==> src/rtl/if_fetch.sv <==
// Instruction-fetch stage: owns the PC and assembles 32-bit instructions from four byte reads.
// Optional build macro IF_MISALIGN_CHK_EN aligns redirect targets and flags misaligned ones.
module if_fetch #(
   parameter logic [31:0] RESET_PC = 32'h0000_0000
) (
   input  logic        dclk,
   input  logic        rst,
   input  logic [1:0]  stl_STALLER_i,
   input  logic        br_en_EX_i,
   input  logic [31:0] br_tgt_EX_i,
   input  logic        mem_gnt_MCTL_i,
   input  logic        mem_valid_MCTL_i,
   input  logic [7:0]  mem_data_MCTL_i,
   output logic        mem_rd_MCTL_o,
   output logic [31:0] mem_addr_MCTL_o,
   output logic [31:0] inst_IFID_o,
   output logic [31:0] pc_IFID_o,
   output logic        stlreq_STALLER_o
`ifdef IF_MISALIGN_CHK_EN
   ,
   output logic        misalign_EXC_o
`endif
);

   typedef enum logic {FETCH = 1'b0, DONE = 1'b1} state_t;

   localparam logic [1:0] STL_RUN = 2'b00;

   state_t      r_state;
   logic [31:0] r_pc;
   logic [1:0]  r_cnt;
   logic [31:0] r_buf;
   logic        r_pend;

   state_t      w_state_next;
   logic [31:0] w_pc_next;
   logic [1:0]  w_cnt_next;
   logic [31:0] w_buf_next;
   logic        w_pend_next;
   logic [31:0] w_tgt;
   logic        w_capture;

`ifdef IF_MISALIGN_CHK_EN
   logic r_misalign;
   assign w_tgt          = {br_tgt_EX_i[31:2], 2'b00};
   assign misalign_EXC_o = r_misalign;
`else
   assign w_tgt = br_tgt_EX_i;
`endif

   // A byte is accepted only against a granted request, so stale returns after reset/redirect are ignored.
   assign w_capture = (r_state == FETCH) && mem_valid_MCTL_i && (mem_gnt_MCTL_i || r_pend);

   always_comb begin
      w_state_next = r_state;
      w_pc_next    = r_pc;
      w_cnt_next   = r_cnt;
      w_buf_next   = r_buf;
      w_pend_next  = r_pend;
      case (r_state)
         FETCH: begin
            if (w_capture) begin
               w_buf_next[8*r_cnt +: 8] = mem_data_MCTL_i;
               w_pend_next              = 1'b0;
               if (r_cnt == 2'd3) begin
                  w_state_next = DONE;
                  w_cnt_next   = 2'd0;
               end else begin
                  w_cnt_next = r_cnt + 2'd1;
               end
            end else if (mem_gnt_MCTL_i) begin
               w_pend_next = 1'b1;
            end
         end
         DONE: begin
            if (stl_STALLER_i == STL_RUN) begin
               w_pc_next    = r_pc + 32'd4;
               w_state_next = FETCH;
            end
         end
         default: w_state_next = FETCH;
      endcase
      // Redirect overrides stall and any byte returned in the same cycle.
      if (br_en_EX_i) begin
         w_pc_next    = w_tgt;
         w_cnt_next   = 2'd0;
         w_state_next = FETCH;
         w_buf_next   = 32'h0;
         w_pend_next  = 1'b0;
      end
   end

   always_ff @(posedge dclk) begin
      if (rst) begin
         r_state <= FETCH;
         r_pc    <= RESET_PC;
         r_cnt   <= 2'd0;
         r_buf   <= 32'h0;
         r_pend  <= 1'b0;
      end else begin
         r_state <= w_state_next;
         r_pc    <= w_pc_next;
         r_cnt   <= w_cnt_next;
         r_buf   <= w_buf_next;
         r_pend  <= w_pend_next;
      end
   end

`ifdef IF_MISALIGN_CHK_EN
   always_ff @(posedge dclk) begin
      if (rst) begin
         r_misalign <= 1'b0;
      end else begin
         r_misalign <= br_en_EX_i && (br_tgt_EX_i[1:0] != 2'b00);
      end
   end
`endif

   assign mem_rd_MCTL_o    = (r_state == FETCH) && !rst;
   assign mem_addr_MCTL_o  = ((r_state == FETCH) && !rst) ? (r_pc + {30'd0, r_cnt}) : 32'h0;
   assign stlreq_STALLER_o = (r_state == FETCH) || rst;
   assign inst_IFID_o      = ((r_state == DONE) && !rst) ? r_buf : 32'h0;
   assign pc_IFID_o        = ((r_state == DONE) && !rst) ? r_pc  : 32'h0;

endmodule
==> config.mk <==
export PLATFORM = sky130hd
export DESIGN_NAME = if_fetch
export DESIGN_NICKNAME = d
export VERILOG_FILES = /design/src/rtl/if_fetch.sv
export SDC_FILE = /design/constraint.sdc
export NUM_CORES = 1
export LEC_CHECK = 0
export CORE_AREA = 2 2 102 104
export CTS_CLUSTER_SIZE = 20
export DETAILED_ROUTE_END_ITERATION = 6
export DIE_AREA = 0 0 104 106
export PLACE_DENSITY = 0.8
export SYNTH_ARGS = -nofsm -noshare
export SYNTH_HDL_FRONTEND = slang
export SYNTH_SLANG_ARGS = --single-unit
==> constraint.sdc <==
create_clock -name dclk -period 2.45 [get_ports dclk]
set_clock_uncertainty 0.1 [all_clocks]
set_input_delay 0.3675 -clock dclk [delete_from_list [all_inputs] [get_ports dclk]]
set_output_delay 0.3675 -clock dclk [all_outputs]
set_load 0.03 [all_outputs]
==> results.ini <==
[critical_path]
crit_type=reg -> out
required_ns=1.98
crit_path_start_kind=flip-flop
end_kind=output port
worstReg2RegEnd=r_pc[26]$_SDFFE_PP0P_
reg2reg_from=r_pc[3]$_SDFFE_PP0P_
crit_arrival_ns=2.16
reg2reg_depth=8
crit_fanout=5
r2r_slack_ns=0.30

[cts]
htreeDepth=3
cts_buffers=9
worstSkewPairLatency_ns=0.36
cts_sinks=68
clock-root-buffer=clkbuf_8
cts_tree=yes
cts.clk_slew.worst_paths_ns=0.08
clk_path_buf_depth=2

[routing]
drc=0
wl_per_cell_um=17.6
detail-route-antenna-nets=0
vias=4981
initialDrtViolationCount=280
viasPerCell=5.53
dr.pass1.iters=5
routed_wl_um=15800

[synthesis]
yosysUniqueCellTypes=41
synthArstFlopShare_pct=0
synth_ff_type=dfxtp_1
synthesis.nets=657
postSynthCellCount=600
netlist_area_mm2=0.00463
yosys-top-cells-count=and2_1, dfxtp_1, a21oi_1, nand2_1, nor2_1
yosys-top-cells-area=dfxtp_1, and2_1, a21oi_1
synth_top_area_share_pct=29.4
synth_top_cell_by_area=dfxtp_1
synth.avg_cell_area_um2=7.71
synth.most_common_cell=and2_1
synth_warnings=0
yosysSeqAreaShare_pct=29.4
ys_ff_latch=68
synth_edf_count=0

[pwr]
pwr_density_cell_mw_per_mm2=392
pwr-share-seq_pct=44.3
comb_power_share_pct=16.9
p_leak_nw=2.85
clockPowerShare_pct=38.7
intPower_mw=1.96
swShare_pct=27.9
irDropWorstVdd_mv=0.239
switching_power_uw=756

[run_status]
status=complete, but fails checks
violations=setup timing

[cells_and_area]
layout.cells.non_filler=900
layout-drive-gt1-share_pct=33.2
utilization_pct=69.2
fin_area_mm2=0.00692
nNetsFinal=815
area_delta_synth_final_pct=49.5

[timing]
fmax_ghz=0.381
rsz0062_at_grt=yes
period_share_pct=107
worst_pin_slew_ns=0.551
holdWs_ns=0.353
hold_viol_final=0
period_needed_ns=2.63
final-setup-viol-count=16
slew_headroom_pct=63.2
drv_slew=0
fin_ws_ns=-0.177

[global_routing]
grt_pass1_vias=4708
grt_max_degree=34
gr-usage-all-layers_pct=26.3
antenna_found_initial=0
grt_first_pass_wirelength_um=23500
overflow=0

[place]
dp.cells=860
dp_hpwl_um=9560
dpl_cell_area_mm2=0.00615
port_buffers=144
gp_congestion=0.856

[worst_hold_path]
whs_path_depth=2
whs_endpoint=r_buf[17]$_SDFFE_PP0P_
min_path_type=reg -> reg
holdCritStartpoint=r_buf[17]$_SDFFE_PP0P_

[floorplan]
core.rowCount=37
die_height_um=106
die_w_um=104
coreArea_mm2=0.0100
dieArea_mm2=0.0110
initial_core_util_pct=46.3
ios=145

[run]
drv_cap=0

==> through the flow <==
stage / TNS (ns) / worst slack (ns) / power, mW
2_1_floorplan: -0.0324 / -0.0324 / 1.45
3_3_place_gp: -0.0133 / -0.00298 / 1.63
3_5_place_dp: -3.94 / -0.0947 / 1.64
4_1_cts: -1.05 / -0.128 / 2.69
5_1_grt: -1.82 / -0.214 / 2.81
6_report: -0.842 / -0.177 / 2.71
==> metal layers <==
layer	up-vias	GRT usage [%]	routed length, um
li1	2343	-	-
met1	2347	30.0	6030
met2	239	47.0	7950
met3	52	5.58	1320
met4	0	12.0	543
met5	-	0	0
==> worst max-delay path by stage <==
| stage | startpoint | to | slack, ns |
|---|---|---|---|
| global placement | rst | inst_IFID_o[27] | -0.003 |
| floorplan | r_cnt[0]$_SDFFE_PP0P_ | mem_addr_MCTL_o[16] | -0.03 |
| global route | r_pc[27]$_SDFFE_PP0P_ | mem_addr_MCTL_o[30] | -0.21 |
| finish | r_pc[27]$_SDFFE_PP0P_ | mem_addr_MCTL_o[30] | -0.18 |
| detailed placement | rst | inst_IFID_o[24] | -0.09 |
| CTS | r_cnt[0]$_SDFFE_PP0P_ | mem_addr_MCTL_o[30] | -0.13 |
==> critical path: stages (launching register included) <==
cell and delay (ns):
dfxtp_1 0.45, nand4_1 0.21, nor4_2 0.35, nand4_1 0.21, xor2_1 0.19, nor2_1 0.19
buf_4 0.20
==> cell usage in the layout, fill, tap and decap left out, types with 13 or more instances in the layout <==
master and instances:
nand2_1 57, dfxtp_1 45, buf_4 116, a21oi_1 54
buf_6 18, xor2_1 26, nand4_1 16, buf_12 13
xnor2_1 25, o21a_1 18, nand3_1 38, and2_1 71
dfxtp_2 18, clkdlybuf4s50_1 44, inv_1 20, nor2_1 41
==> cells by family (layout without fill, tap and decap cells) <==
group | count (synthesis) | after routing | synth area share, %
AND/OR/NAND/NOR | 300 | 305 | 37.4
other | 0 | 1 | 0
XOR/XNOR | 54 | 54 | 10.2
multiplexers | 12 | 12 | 2.60
AO/OA/AOI/OAI | 84 | 84 | 10.4
flip-flops | 68 | 68 | 29.4
buffers and inverters | 72 | 230 | 7.11
adder cells (fa/ha/maj) | 10 | 10 | 2.87
==> sequential cells by signal, summed over array words and instances (netlist names) <==
signal,cells
r_buf,32
r_pc,32
r_cnt,2
r_pend,1
r_state,1
==> layout make-up <==
type,count,area (um2)
multi-input cells,465,3230
fillers,760,3080
repair buffers,194,1820
flip-flops and latches,68,1400
well taps,136,170
clock buffers,11,141
clock inverters,5,75.1
inverters,20,75.1
diodes,1,2.50
==> power groups by stage <==
stage	Clock [mW]	Sequential, mW	Combinational, mW
6_report	1.05	1.20	0.460
5_1_grt	1.11	1.21	0.487
4_1_cts	1.06	1.20	0.442
3_5_place_dp	0	1.22	0.426
3_3_place_gp	0	1.22	0.417
2_1_floorplan	0	1.19	0.261
==> what timing repair did <==
item | CTS | global route
cloned | 3 | 3
hold buffers | 0 | 0
gates resized for setup | 67 | 26
buffers inserted | 11 | 7
endpoints found under the setup margin | 90 | 71
pin swaps | 31 | 19
Note: power is estimated with default switching activity, not from simulation.
